==> config.mk <==
export PLATFORM = sky130hd
export DESIGN_NAME = mips_mux_ctrl
export DESIGN_NICKNAME = d
export VERILOG_FILES = /design/src/rtl/mips_mux_ctrl.sv
export SDC_FILE = /design/constraint.sdc
export NUM_CORES = 1
export LEC_CHECK = 0
export CAP_MARGIN = 20
export CORE_MARGIN = 8
export CORE_UTILIZATION = 41
export CTS_CLUSTER_DIAMETER = 60
export CTS_CLUSTER_SIZE = 25
export DETAILED_ROUTE_END_ITERATION = 8
export DONT_BUFFER_PORTS = 1
export GPL_ROUTABILITY_DRIVEN = 0
export HOLD_SLACK_MARGIN = 0.02
export SYNTH_ARGS = -nofsm -noshare
export SYNTH_HDL_FRONTEND = slang
export SYNTH_SLANG_ARGS = --single-unit
==> constraint.sdc <==
create_clock -name clk -period 2.25 [get_ports clk]
set_input_delay 0.675 -clock clk [delete_from_list [all_inputs] [get_ports clk]]
set_output_delay 0.675 -clock clk [all_outputs]
set_load 0.01 [all_outputs]
==> src/rtl/mips_mux_ctrl.sv <==
// mips_mux_ctrl
// -------------
// Multicycle control FSM for the MIPS datapath. Each instruction is walked
// through fetch / decode / execute / memory / writeback, and every state
// drives the datapath mux selects and the write enables.
//
// Ports
//   clk         rising-edge clock
//   reset       synchronous, active-high
//   opcode      IR[31:26], valid from DECODE onward
//   zero        ALU zero flag (same cycle)
//   mem_ready   memory completes the access this cycle
//   iord_sel    0=PC, 1=ALUOut
//   alu_src_a   0=PC, 1=regA
//   alu_src_b   0=regB, 1=4, 2=sext imm, 3=sext imm<<2
//   alu_op      0=add, 1=sub, 2=funct-decoded
//   reg_dst     0=rt, 1=rd, 2=r31
//   mem_to_reg  0=ALUOut, 1=MDR, 2=PC, 3=imm<<16
//   pc_source   0=ALU, 1=ALUOut, 2=jump target, 3=exception vector
//   pc_write, ir_write, reg_write, mem_write   write enables
//   illegal     one-cycle pulse while in EXC
//
// Parameter
//   EXC_ON_ILLEGAL  1: unknown opcode enters EXC; 0: treated as a NOP
//
// Build option
//   MIPS_CTRL_JAL_EN  defined: opcode 0x03 executes JAL. Undefined: the JAL
//                     state is absent and 0x03 is an unknown opcode.
//
// state    | meaning
// ---------+------------------------------------------------
// RESET    | post-reset idle, all outputs low
// FETCH    | read instruction, PC+4; waits for mem_ready
// DECODE   | dispatch on opcode, branch target into ALUOut
// MEM_ADDR | effective address for lw/sw
// MEM_RD   | data read; waits for mem_ready
// MEM_WB   | MDR -> rt
// MEM_WR   | data write; waits for mem_ready
// R_EXEC   | R-type ALU operation
// R_WB     | ALUOut -> rd
// I_EXEC   | addi ALU operation
// I_WB     | ALUOut -> rt
// LUI_WB   | imm<<16 -> rt
// BRANCH   | beq/bne compare, conditional PC load
// JUMP     | PC <- jump target
// JAL      | r31 <- PC, PC <- jump target
// EXC      | PC <- exception vector, illegal pulse

module mips_mux_ctrl #(
  parameter logic EXC_ON_ILLEGAL = 1'b1
) (
  input  logic       clk,
  input  logic       reset,
  input  logic [5:0] opcode,
  input  logic       zero,
  input  logic       mem_ready,
  output logic       iord_sel,
  output logic       alu_src_a,
  output logic [1:0] alu_src_b,
  output logic [1:0] alu_op,
  output logic [1:0] reg_dst,
  output logic [2:0] mem_to_reg,
  output logic [1:0] pc_source,
  output logic       pc_write,
  output logic       ir_write,
  output logic       reg_write,
  output logic       mem_write,
  output logic       illegal
);

  localparam logic [3:0] S_RESET    = 4'd0;
  localparam logic [3:0] S_FETCH    = 4'd1;
  localparam logic [3:0] S_DECODE   = 4'd2;
  localparam logic [3:0] S_MEM_ADDR = 4'd3;
  localparam logic [3:0] S_MEM_RD   = 4'd4;
  localparam logic [3:0] S_MEM_WB   = 4'd5;
  localparam logic [3:0] S_MEM_WR   = 4'd6;
  localparam logic [3:0] S_R_EXEC   = 4'd7;
  localparam logic [3:0] S_R_WB     = 4'd8;
  localparam logic [3:0] S_I_EXEC   = 4'd9;
  localparam logic [3:0] S_I_WB     = 4'd10;
  localparam logic [3:0] S_LUI_WB   = 4'd11;
  localparam logic [3:0] S_BRANCH   = 4'd12;
  localparam logic [3:0] S_JUMP     = 4'd13;
`ifdef MIPS_CTRL_JAL_EN
  localparam logic [3:0] S_JAL      = 4'd14;
`endif
  localparam logic [3:0] S_EXC      = 4'd15;

  localparam logic [5:0] OP_RTYPE = 6'h00;
  localparam logic [5:0] OP_J     = 6'h02;
`ifdef MIPS_CTRL_JAL_EN
  localparam logic [5:0] OP_JAL   = 6'h03;
`endif
  localparam logic [5:0] OP_BEQ   = 6'h04;
  localparam logic [5:0] OP_BNE   = 6'h05;
  localparam logic [5:0] OP_ADDI  = 6'h08;
  localparam logic [5:0] OP_LUI   = 6'h0F;
  localparam logic [5:0] OP_LW    = 6'h23;
  localparam logic [5:0] OP_SW    = 6'h2B;

  logic [3:0] state;
  logic [3:0] state_nxt;

  always_ff @(posedge clk) begin
    if (reset) state <= S_RESET;
    else       state <= state_nxt;
  end

  always_comb begin
    state_nxt  = state;
    iord_sel   = 1'b0;
    alu_src_a  = 1'b0;
    alu_src_b  = 2'd0;
    alu_op     = 2'd0;
    reg_dst    = 2'd0;
    mem_to_reg = 3'd0;
    pc_source  = 2'd0;
    pc_write   = 1'b0;
    ir_write   = 1'b0;
    reg_write  = 1'b0;
    mem_write  = 1'b0;
    illegal    = 1'b0;

    case (state)
      S_RESET: state_nxt = S_FETCH;

      S_FETCH: begin
        alu_src_b = 2'd1;
        // IR and PC load together on the cycle memory delivers the word
        if (mem_ready) begin
          ir_write  = 1'b1;
          pc_write  = 1'b1;
          state_nxt = S_DECODE;
        end
      end

      S_DECODE: begin
        alu_src_b = 2'd3;
        case (opcode)
          OP_RTYPE:       state_nxt = S_R_EXEC;
          OP_LW, OP_SW:   state_nxt = S_MEM_ADDR;
          OP_ADDI:        state_nxt = S_I_EXEC;
          OP_LUI:         state_nxt = S_LUI_WB;
          OP_BEQ, OP_BNE: state_nxt = S_BRANCH;
          OP_J:           state_nxt = S_JUMP;
`ifdef MIPS_CTRL_JAL_EN
          OP_JAL:         state_nxt = S_JAL;
`endif
          default:        state_nxt = EXC_ON_ILLEGAL ? S_EXC : S_FETCH;
        endcase
      end

      S_MEM_ADDR: begin
        alu_src_a = 1'b1;
        alu_src_b = 2'd2;
        state_nxt = (opcode == OP_LW) ? S_MEM_RD : S_MEM_WR;
      end

      S_MEM_RD: begin
        iord_sel = 1'b1;
        if (mem_ready) state_nxt = S_MEM_WB;
      end

      S_MEM_WB: begin
        mem_to_reg = 3'd1;
        reg_write  = 1'b1;
        state_nxt  = S_FETCH;
      end

      S_MEM_WR: begin
        // write strobe stays up for the whole wait so memory sees a stable request
        iord_sel  = 1'b1;
        mem_write = 1'b1;
        if (mem_ready) state_nxt = S_FETCH;
      end

      S_R_EXEC: begin
        alu_src_a = 1'b1;
        alu_op    = 2'd2;
        state_nxt = S_R_WB;
      end

      S_R_WB: begin
        reg_dst   = 2'd1;
        reg_write = 1'b1;
        state_nxt = S_FETCH;
      end

      S_I_EXEC: begin
        alu_src_a = 1'b1;
        alu_src_b = 2'd2;
        state_nxt = S_I_WB;
      end

      S_I_WB: begin
        reg_write = 1'b1;
        state_nxt = S_FETCH;
      end

      S_LUI_WB: begin
        mem_to_reg = 3'd3;
        reg_write  = 1'b1;
        state_nxt  = S_FETCH;
      end

      S_BRANCH: begin
        alu_src_a = 1'b1;
        alu_op    = 2'd1;
        pc_source = 2'd1;
        // bne (0x05) is the only other opcode that reaches here
        pc_write  = (opcode == OP_BEQ) ? zero : ~zero;
        state_nxt = S_FETCH;
      end

      S_JUMP: begin
        pc_source = 2'd2;
        pc_write  = 1'b1;
        state_nxt = S_FETCH;
      end

`ifdef MIPS_CTRL_JAL_EN
      S_JAL: begin
        // PC was already advanced in FETCH, so the link value is PC itself
        reg_dst    = 2'd2;
        mem_to_reg = 3'd2;
        reg_write  = 1'b1;
        pc_source  = 2'd2;
        pc_write   = 1'b1;
        state_nxt  = S_FETCH;
      end
`endif

      S_EXC: begin
        pc_source = 2'd3;
        pc_write  = 1'b1;
        illegal   = 1'b1;
        state_nxt = S_FETCH;
      end

      default: state_nxt = S_RESET;
    endcase
  end

endmodule
Word-level counts from Yosys, hierarchy flattened. Index checks and enable logic that the tools add are counted. Widths: inputs -> output; s select.

Flip-flop bits (word level): 4. Input port bits: 10. Output and inout port bits: 18. Word-level logic and storage cells: 57.

Eq/ne operators: 24. Mux-type cells: 20. Bitwise operators: 1. Reductions and logical operators: 11.

Operator list (number): $pmux 4 s8 (1); $eq 4x4->1 const B (7); $pmux 4 s6 (1); $eq 4x3->1 const B (4); $eq 6x3->1 const B (2); $eq 6x4->1 const B (2); $eq 6x6->1 const B (2); $mux 4 (3); $pmux 2 s3 (2); $reduce_or 2->1 (5); $mux 1 (9); $eq 4x2->1 const B (2); $pmux 2 s2 (2); $reduce_or 4->1 (2); $reduce_or 8->1 (1); $eq 6x2->1 const B (1); $logic_not 6->1 (1); $ne 2x2->1 const B (3); $eq 4x1->1 const B (1); $logic_not 4->1 (1); $pmux 1 s3 (1); $reduce_and 3->1 (1); $mux 2 (1); $not 1->1 (1).

Depth between registers and ports, before layout. Gate-level depths: netlist of the first run.

Depth in word-level cells: 4. Gate-level depth with buffers: 5. Mapped depth without buffers: 4.

Least setup slack after synthesis of the first run. OpenSTA, ideal clock, no wires.

Kind: in2out. From: input port opcode[1]. To: output port pc_write. Arrival: 1409 ps. Required time: 1575 ps. Path slack: 166 ps. Cell stages on the path: 4. Path buffers: 0. Cell sequence: nor2_1 > and4b_1 > xnor2_1 > a211o_1.

Longest elaborated chain between the ends: 3.

RTL lines: from (decl) (line 54) `input logic [5:0] opcode,`; $eq 6x3->1 (line 212) `pc_write = (opcode == OP_BEQ) ? zero : ~zero;`; $mux 1 (line 212); $pmux 1 s3 (line 125) `case (state)`; to (decl) (line 64) `output logic pc_write,`.

No other way between the ends.

Worst setup path after layout of the first run. Ends and elaborated chain as after synthesis.

==> metrics.csv, run 1 <==
stage,metric,value,unit
run_status,outcome,completed,
detailed_routing,DRC,0,
placement,Final HPWL DP,1.247,mm
clock_network,CTS H-tree lvls,1,
cells_and_area,area occupied by multi-input gates,444.2,sq um
detailed_routing,DR vias,610,
logic_synthesis,Syn. warnings,0,
sta,fmax,0.4699,GHz
logic_synthesis,Synth Instances,88,
grt,initial antenna violation count,0,
sta,RSZ-0062 raised after global routing,false,
logic_synthesis,register area share after synthesis,14.13,%
clock_network,Clock transition at path regs,40,ps
grt,GR Overflow Total,0,
sta,max-slew violation count,0,
grt,met3 global-route usage,3.922,%
clock_network,CTS Sinks,4,
clock_network,clock root buffer,clkbuf_4,
floorplanning,Die X,53.18,um
detailed_routing,Total Wirelength,1.582,mm
worst_setup_path,WP data arrival,1450,ps
power,maximum VDD drop,0.5152,mV
power,P_leak,0.2457,nW
clock_network,worst-skew pair later-pin latency,230,ps
min_path,Tightest Hold Check Type,in -> reg,
run,max-cap viol count,0,
sta,final hold vios,0,
logic_synthesis,number of flops mapped to enable cells by yosys,0,
worst_setup_path,endpoint class of the critical path,output port,
cells_and_area,Largest register FFs,4,
sta,final period utilization,94.57,%
cells_and_area,Largest Register,state,
cells_and_area,NumNets Final,101,
logic_synthesis,Yosys cell types,36,
grt,first-pass GRT wire length,2.408,mm
clock_network,TritonCTS clock tree,yes,
grt,GR Util met1,12.60,%
placement,Port-buffer cells,0,
logic_synthesis,#FFs+latches synth,4,
grt,number of global-route vias before repair,537,
worst_setup_path,Worst Setup Start Kind,primary input,
clock_network,TritonCTS Buffers,3,
grt,GRT Total Usage,10.95,%
worst_setup_path,critical path type,in -> out,
floorplanning,Rows,13,
floorplanning,Die Ht,53.18,um
detailed_routing,DR pass1 iterations,4,
clock_network,Max Root-Sink Buffers,2,
sta,setup ws final,122.1,ps
grt,largest net degree at the start of global routing,18,
cells_and_area,register area,81.33,sq um
cells_and_area,fill count,151,
floorplanning,Initial Utilization,43.56,%
detailed_routing,number of vias per cell,5.865,
clock_network,cts repair resizes,0,
logic_synthesis,"Primary FF master, synth",dfxtp_1,
power,power per cell area,959.5,nW/um^2
clock_network,"Hold-fix buffers, CTS",0,
clock_network,postcts setup bufs,0,
grt,met2 GRT Util,17.58,%
sta,setup violators final,0,
floorplanning,DIE AREA,2828,sq um
placement,pre-CTS setup slack,114.3,ps
logic_synthesis,Synth async-reset ratio,0,%
worst_setup_path,Worst EP required,1570,ps
sta,fin crit period,2128,ps
sta,total negative slack,0,ps
cells_and_area,Area Growth Syn to Fin,6.623,%
worst_setup_path,crit path max fanout,7,
sta,Clock Skews,0.3639,ps
detailed_routing,post-route ant nets,0,
floorplanning,placeable core region,1301,sq um
cells_and_area,layout cells sized above 1,10.11,%
detailed_routing,starting DRC count in detailed routing,13,
logic_synthesis,Syn Area/Cell,6.441,sq um
floorplanning,I/O pins,28,
detailed_routing,routed len/inst,15.21,um
cells_and_area,n_diodes,0,
grt,gr busiest metal,met2,
logic_synthesis,Post-Syn Area,566.8,sq um
cells_and_area,biggest regs,state: 4 flops,
critical path, cell delays in order:
cell and delay (ps):
nor2_1 140, and4b_1 230, xnor2_1 60, a211o_1 340
cells in the mapped netlist (2+ instances only):
master / instances / share of area (%)
nor2_1: 13 / 8.6
nand2_1: 8 / 5.3
a21oi_1: 6 / 5.3
nand2b_1: 6 / 6.6
dfxtp_1: 4 / 14
inv_1: 4 / 2.6
nor3_1: 4 / 3.5
and3_1: 3 / 3.3
clkbuf_1: 3 / 2.0
nand3_1: 3 / 2.6
o21ai_0: 3 / 2.6
a21o_1: 2 / 2.6
buf_4: 2 / 2.6
nor2b_1: 2 / 2.2
nor4b_1: 2 / 3.1
o22ai_1: 2 / 2.2
xnor2_1: 2 / 3.1
layout make-up:
type,instances,area share [%]
Multi-Input combinational cell,75,73.50
Tap cell,15,3.106
Timing Repair Buffer,3,3.727
Clock buffer,3,3.727
Sequential cell,4,13.46
Inverter,4,2.484
layout by cell type, fill, tap and decap left out:
cell type / count
o311ai_0: 1
nor4b_1: 2
o31a_1: 1
o2111ai_1: 1
nand3_1: 3
a2111o_1: 1
nand2_1: 8
o41ai_1: 1
nor4_1: 1
nand4_1: 1
nand2b_1: 6
dfxtp_1: 3
o22a_1: 1
a211oi_2: 1
a21o_1: 2
inv_1: 4
nor3b_1: 1
xnor2_1: 2
clkbuf_4: 3
nor2_1: 13
and3b_1: 1
dfxtp_2: 1
a22oi_1: 1
o22ai_1: 2
a211o_1: 1
and2_1: 1
nor2b_1: 2
nor3_1: 4
conb_1: 2
a21oi_1: 6
and3_1: 3
buf_4: 3
o21ai_0: 3
or4_4: 1
and4b_1: 1
or3_1: 1
routing by layer:
layer  share of wire, %  routed length (um)
met5                  0                   0
met2                 45                 712
met1                 44                 699
met3                 11                 170
met4                  0                   0
final timing paths:
path	slack [ps]	cells past startpoint	endpoint	from
hold reg to reg	670	2	state[2]	state[0]
setup / recovery	120	4	pc_write	opcode[1]
hold / removal	550	1	state[1]	reset
setup reg to reg	800	3	state[3]	state[3]
through the flow:
stage / cells / hold WS (ps) / total power [mW] / instance area [sq um] / util, %
floorplan: 89 / 592.2 / 0.4286 / 570.5 / -
global placement: 101 / 690.9 / 0.4977 / 580.6 / 44.62
detailed placement: 101 / 670.2 / 0.4989 / 580.6 / 44.62
CTS: 104 / 541.6 / 0.5868 / 603.1 / 46.35
global route: 104 / 543.3 / 0.6459 / 604.3 / 46.44
finish: 104 / 545.4 / 0.5799 / 604.3 / 46.44
cells by family (layout without fill, tap and decap cells):
family	after synthesis	count (layout)	synth area share [%]
simple gates	49	49	46.36
compound gates	22	22	27.59
buf+inv	10	10	8.165
flops	4	4	14.13
xor+xnor	2	2	3.091
other cells	1	2	0.6616
where the power goes:
| group | switching [mW] | total [mW] | internal [mW] |
|---|---|---|---|
| Clock | 0.0250 | 0.0844 | 0.0594 |
| Combinational | 0.183 | 0.313 | 0.131 |
| Sequential | 0.0830 | 0.182 | 0.0993 |
Note: power is estimated with default switching activity, not from simulation.
==> run 2, diff against run 1 <==
==> constraint.sdc (replaced) <==
create_clock -name clk -period 2.7 [get_ports clk]
set_input_delay 0.81 -clock clk [delete_from_list [all_inputs] [get_ports clk]]
set_output_delay 0.81 -clock clk [all_outputs]
set_load 0.01 [all_outputs]
==> run 2 against run 1 <==
- sequential cell count is the same
- clock power shrank 16%
- utilization shrank 0.67 points
- combinational power shrank 16%
- routed wire length shrank 2.0%
- clock skew is essentially flat
- critical endpoint unchanged
- largest cell class unchanged
- largest power group unchanged
==> metrics.csv, run 2 (same netlist as run 1, synthesis figures left out) <==
stage,metric,value,unit,change
run_status,outcome,completed,,
detailed_routing,routed len/inst,15.05,um,-1.1%
sta,total negative slack,0,ps,unchanged
floorplanning,I/O pins,28,,unchanged
grt,largest net degree at the start of global routing,18,,unchanged
power,register share of total power,30.8,%,-0.6 points
sta,setup ws final,259.5,ps,+137.5 ps
power,Gate power share,54.6,%,+0.6 points
floorplanning,Die X,53.18,um,unchanged
min_path,Tightest Hold Check Type,reg -> reg,,
worst_setup_path,Worst Setup Start Kind,primary input,,
clock_network,Clock transition at path regs,40,ps,about the same
worst_setup_path,RR Endpoint,state[3],,
cells_and_area,Final Util,45.77,%,-0.67 points
grt,initial antenna violation count,0,,unchanged
cells_and_area,"commonest non-fill, non-tap cell in the layout",nor2_1,,
cells_and_area,n_diodes,0,,unchanged
placement,pre-CTS setup slack,264.7,ps,+150.4 ps
sta,final hold vios,0,,unchanged
worst_setup_path,worst reg2reg startpoint,state[3],,
clock_network,CTS Sinks,4,,unchanged
worst_setup_path,WP data arrival,1630,ps,+180 ps
placement,Final HPWL DP,1.224,mm,-1.8%
sta,final period utilization,90.39,%,
clock_network,Max Root-Sink Buffers,2,,unchanged
floorplanning,Die Ht,53.18,um,unchanged
sta,setup violators final,0,,unchanged
worst_setup_path,flop2flop setup slack,1230,ps,+430 ps
clock_network,"Hold-fix buffers, CTS",0,,unchanged
clock_network,cts repair resizes,0,,unchanged
detailed_routing,number of vias per cell,6.107,,+4.1%
cells_and_area,Area Growth Syn to Fin,5.077,%,
power,Clock Power Share,14.6,%,about the same
min_path,Min-Delay Path Depth,1,,unchanged
power,sw frac,50.47,%,+0.38 points
grt,first-pass GRT wire length,2.704,mm,+12%
clock_network,CTS H-tree lvls,1,,unchanged
floorplanning,placeable core region,1301,sq um,unchanged
floorplanning,Initial Utilization,43.56,%,unchanged
sta,RSZ-0062 raised after global routing,false,,
cells_and_area,Largest register FFs,4,,unchanged
cells_and_area,fill count,150,,-0.66%
worst_setup_path,Worst EP required,1890,ps,+320 ps
sta,Hold WS,672.6,ps,+127.2 ps
clock_network,postcts setup bufs,0,,unchanged
clock_network,TritonCTS clock tree,yes,,
cells_and_area,layout cells sized above 1,7.955,%,-2.2 points
cells_and_area,biggest regs,state: 4 flops,,
clock_network,worst-skew pair later-pin latency,230,ps,about the same
run,max-cap viol count,0,,unchanged
worst_setup_path,critical path type,in -> out,,
detailed_routing,Total Wirelength,1.550,mm,-2.0%
worst_setup_path,Reg2Reg Depth,3,,unchanged
power,P_leak,0.2402,nW,-2.3%
grt,GR Overflow Total,0,,unchanged
detailed_routing,DRC,0,,unchanged
grt,GRT Total Usage,12.12,%,+1.2 points
power,power per cell area,811.6,nW/um^2,-15%
floorplanning,DIE AREA,2828,sq um,unchanged
clock_network,clock root buffer,clkbuf_4,,
cells_and_area,NumNets Final,100,,-0.99%
detailed_routing,starting DRC count in detailed routing,18,,+5
detailed_routing,DR vias,629,,+3.1%
power,Sw Pwr,0.2439,mW,-16%
sta,max-slew violation count,0,,unchanged
power,internal power,0.2394,mW,-17%
detailed_routing,post-route ant nets,0,,unchanged
clock_network,TritonCTS Buffers,3,,unchanged
sta,Clock Skews,0.1183,ps,-0.2456 ps
worst_setup_path,endpoint class of the critical path,output port,,
sta,fmax,0.4098,GHz,
min_path,Hold Crit Start,state[1],,
worst_setup_path,crit path max fanout,6,,-1
min_path,Hold Path End,state[0],,
power,maximum VDD drop,0.3832,mV,-26%
detailed_routing,DR pass1 iterations,4,,unchanged
cells_and_area,Largest Register,state,,
grt,number of global-route vias before repair,582,,+8.4%
sta,fin crit period,2440,ps,
cells_and_area,most frequent cells in the layout,"13 x nor2_1, 8 x nand2_1, 6 x nand2b_1, 6 x a21oi_1",,
placement,Port-buffer cells,0,,unchanged
floorplanning,Rows,13,,unchanged
==> run 2: cell types whose count changed in the layout (fill, tap and decap cells not counted), sizes merged <==
cell  change
buf       -1
==> run 2: worst max-delay path by stage <==
stage               startpoint        to  slack (ps)  cells after the start
floorplan            opcode[1]  pc_write         350                      4
finish               opcode[5]  pc_write         260                      4
CTS                  opcode[5]  pc_write         260                      4
detailed placement   opcode[5]  pc_write         260                      4
global route          state[3]  pc_write         190                      3
global placement     opcode[5]  pc_write         290                      4
==> run 2: routing by layer <==
layer | track usage [%] | share of wire, %
met1 | 14.96 | 42
met2 | 17.38 | 45
met3 | 4.762 | 12
met4 | 6.723 | 0.26
met5 | 0 | 0
==> run 2: power groups by stage <==
stage               clock network, mW  logic [mW]  registers, mW
CTS                            0.0752       0.265          0.148
global route                   0.0846       0.303          0.162
detailed placement                  0       0.264          0.149
floorplan                           0       0.256          0.102
global placement                    0       0.263          0.151
finish                         0.0707       0.264          0.149
==> run 2: stage by stage <==
stage / cells / total power, mW / area (sq um)
detailed placement: 100 / 0.4129 / 573.1
finish: 103 / 0.4834 / 595.6
global route: 103 / 0.5491 / 595.6
floorplan: 89 / 0.3572 / 570.5
CTS: 103 / 0.4880 / 595.6
global placement: 100 / 0.4139 / 573.1
==> run 2: final cells by class <==
class / count / area, sq um / area share, %
clock buffers: 3 / 22.52 / 3.782
inverters: 4 / 15.01 / 2.521
multi-input cells: 75 / 444.2 / 74.58
flip-flops and latches: 4 / 80.08 / 13.45
well taps: 15 / 18.77 / 3.151
repair buffers: 2 / 15.01 / 2.521
==> run 2: worst max-delay path: stages <==
cell,delay [ps]
nor2_1,180
and4b_1,230
xnor2_1,70
a211o_1,340
==> run 3, diff against run 2 <==
--- a/config.mk
+++ b/config.mk
@@ -5,6 +5,7 @@
 export SDC_FILE = /design/constraint.sdc
 export NUM_CORES = 1
 export LEC_CHECK = 0
+export ABC_AREA = 1
 export CAP_MARGIN = 20
 export CORE_MARGIN = 8
 export CORE_UTILIZATION = 41
@@ -14,6 +15,7 @@
 export DONT_BUFFER_PORTS = 1
 export GPL_ROUTABILITY_DRIVEN = 0
 export HOLD_SLACK_MARGIN = 0.02
+export PLACE_DENSITY = 0.62
 export SYNTH_ARGS = -nofsm -noshare
 export SYNTH_HDL_FRONTEND = slang
 export SYNTH_SLANG_ARGS = --single-unit
==> run 3 against run 2 <==
- combinational power is 28% higher
- utilization rose by 0.38 points
- critical path depth grew 2
- register-to-register slack better by 120 ps
- setup slack better by 48 ps
- synthesized area is 2.0% lower
- final cell count grew 16%
- highest routed layer unchanged
==> metrics.csv, run 3 <==
stage,metric,value,unit,change
sta,setup ws final,307.1,ps,+47.56 ps
cells_and_area,"commonest non-fill, non-tap cell in the layout",nand2_1,,
sta,final hold vios,0,,unchanged
clock_network,Clock transition at path regs,40,ps,about the same
sta,RSZ-0062 raised after global routing,false,,
clock_network,TritonCTS clock tree,yes,,
clock_network,CTS H-tree lvls,1,,unchanged
detailed_routing,number of vias per cell,5.269,,-14%
logic_synthesis,number of flops mapped to enable cells by yosys,0,,unchanged
worst_setup_path,critical path type,reg -> out,,
detailed_routing,starting DRC count in detailed routing,8,,-10
grt,GRT Total Usage,11.05,%,-1.1 points
worst_setup_path,RR Endpoint,state[0],,
floorplanning,Initial Utilization,43.23,%,-0.32 points
sta,setup violators final,0,,unchanged
logic_synthesis,Syn Area/Cell,5.500,sq um,-15%
clock_network,CTS Sinks,4,,unchanged
worst_setup_path,flop2flop setup slack,1350,ps,+120 ps
min_path,Tightest Hold Check Type,reg -> reg,,
logic_synthesis,Syn. warnings,0,,unchanged
sta,fin crit period,2393,ps,-47.56 ps
floorplanning,DIE AREA,2789,sq um,-1.4%
detailed_routing,Total Wirelength,1.491,mm,-3.8%
clock_network,worst-skew pair later-pin latency,230,ps,about the same
grt,largest net degree at the start of global routing,9,,-9
detailed_routing,routed len/inst,12.53,um,-17%
worst_setup_path,Worst EP required,1890,ps,about the same
clock_network,"Hold-fix buffers, CTS",0,,unchanged
power,total power,0.5212,mW,+7.8%
worst_setup_path,Worst Setup Start Kind,flip-flop,,
logic_synthesis,Synth Instances,101,,+15%
cells_and_area,layout cells sized above 1,16.35,%,+8.4 points
clock_network,Max Root-Sink Buffers,2,,unchanged
grt,initial antenna violation count,0,,unchanged
logic_synthesis,register area share after synthesis,14.41,%,+0.29 points
grt,first-pass GRT wire length,2.470,mm,-8.7%
clock_network,postcts setup bufs,0,,unchanged
grt,GR Overflow Total,0,,unchanged
worst_setup_path,worst reg2reg startpoint,state[0],,
power,power per cell area,878.8,nW/um^2,+8.3%
logic_synthesis,top cell type's share of synthesized area,15.54,%,+1.4 points
run,max-cap viol count,0,,unchanged
detailed_routing,DR pass1 iterations,2,,-2
logic_synthesis,#FFs+latches synth,4,,unchanged
power,P_leak,0.2793,nW,+16%
logic_synthesis,Synth top cells by count,"23 x nand2_1, 18 x nor2_1, 12 x inv_1",,
power,maximum VDD drop,0.2286,mV,-40%
logic_synthesis,Post-Syn Area,555.5,sq um,-2.0%
cells_and_area,most frequent cells in the layout,"23 x nand2_1, 18 x nor2_1, 12 x inv_1",,
min_path,Hold Path End,state[2],,
cells_and_area,biggest regs,state: 4 flops,,
min_path,Hold Crit Start,state[2],,
placement,Final HPWL DP,1.276,mm,+4.3%
worst_setup_path,Reg2Reg Depth,7,,+4
logic_synthesis,leading area contributor after synthesis,nand2_1,,
logic_synthesis,Synth async-reset ratio,0,%,unchanged
placement,pre-CTS setup slack,334.3,ps,+69.53 ps
cells_and_area,Area Growth Syn to Fin,6.757,%,
worst_setup_path,endpoint class of the critical path,output port,,
logic_synthesis,Yosys cell types,26,,-28%
cells_and_area,n_diodes,0,,unchanged
clock_network,cts repair resizes,0,,unchanged
detailed_routing,DRC,0,,unchanged
sta,fmax,0.4179,GHz,+2.0%
logic_synthesis,"Primary FF master, synth",dfxtp_1,,
sta,total negative slack,0,ps,unchanged
worst_setup_path,WP data arrival,1580,ps,-50 ps
sta,Clock Skews,2.995,ps,+2.877 ps
cells_and_area,Largest Register,state,,
run_status,outcome,completed,,
cells_and_area,NumNets Final,116,,+16%
floorplanning,Die Ht,52.81,um,-0.70%
floorplanning,Rows,13,,unchanged
clock_network,clock root buffer,clkbuf_4,,
logic_synthesis,top-count cell post-synth,nand2_1,,
placement,Port-buffer cells,0,,unchanged
detailed_routing,post-route ant nets,0,,unchanged
floorplanning,Die X,52.81,um,-0.70%
cells_and_area,Largest register FFs,4,,unchanged
worst_setup_path,crit path max fanout,8,,+2
floorplanning,placeable core region,1285,sq um,-1.3%
detailed_routing,DR vias,627,,-0.32%
sta,max-slew violation count,0,,unchanged
clock_network,TritonCTS Buffers,3,,unchanged
logic_synthesis,top post-synthesis cells by area,"nand2_1 16%, dfxtp_1 14%, nor2_1 12%",,
grt,number of global-route vias before repair,572,,-1.7%
floorplanning,I/O pins,28,,unchanged
min_path,Min-Delay Path Depth,2,,+1
sta,final period utilization,88.63,%,-1.8 points
run 3: worst max path at each step:
stage               from       end  slack, ps  cells past startpoint
3_3_place_gp   opcode[5]  pc_write        380                      5
6_report        state[0]  pc_write        310                      6
5_1_grt         state[0]  pc_write        180                      6
4_1_cts         state[0]  pc_write        290                      6
2_1_floorplan  opcode[5]  pc_write        330                      5
3_5_place_dp   opcode[5]  pc_write        330                      5
run 3: final cells by class:
cell class                      count  area, sq um
Inverter                           18        67.56
Timing Repair Buffer                1        7.507
Tap cell                           15        18.77
Multi-Input combinational cell     78        396.6
Clock buffer                        3        22.52
Sequential cell                     4        80.08
Fill cell                         159        691.9
run 3: metrics by stage:
stage	utilization, %	hold WS (ps)	instances	instance area, sq um
6_report	46.15	581.4	119	593.1
5_1_grt	46.15	603.3	119	593.1
4_1_cts	46.15	586.1	119	593.1
3_5_place_dp	44.40	575.4	116	570.5
3_3_place_gp	44.40	577.8	116	570.5
2_1_floorplan	-	524.8	102	559.3
run 3: power breakdown:
part	internal (mW)	total (mW)	switching [mW]
logic	0.0979	0.337	0.239
clock network	0.0497	0.0738	0.0241
registers	0.0815	0.110	0.0285
total	0.229	0.521	0.292
run 3: cell families (layout without fill, tap and decap cells):
group           count (synthesis)  after routing  synth area share (%)
other cells                     1              2                0.6750
simple gates                   56             56                 47.97
compound gates                 20             20                 22.07
flops                           4              4                 14.41
buf+inv                        20             22                 14.86
run 3: worst max-delay path, cell delays in order (launching register included):
cell      delay, ps
dfxtp_1         380
inv_1           170
nor2_2          220
inv_2            80
nor2_2          140
inv_1            90
o221ai_1        280
run 3: metal layers:
layer	GRT usage (%)	share of wire (%)	vias to the layer above	routed length, um
met2	18.75	48	24	714
met4	2.586	0.94	0	14
met3	5.398	12	2	181
met5	0	0	-	0
met1	11.92	39	270	581
li1	-	-	331	-
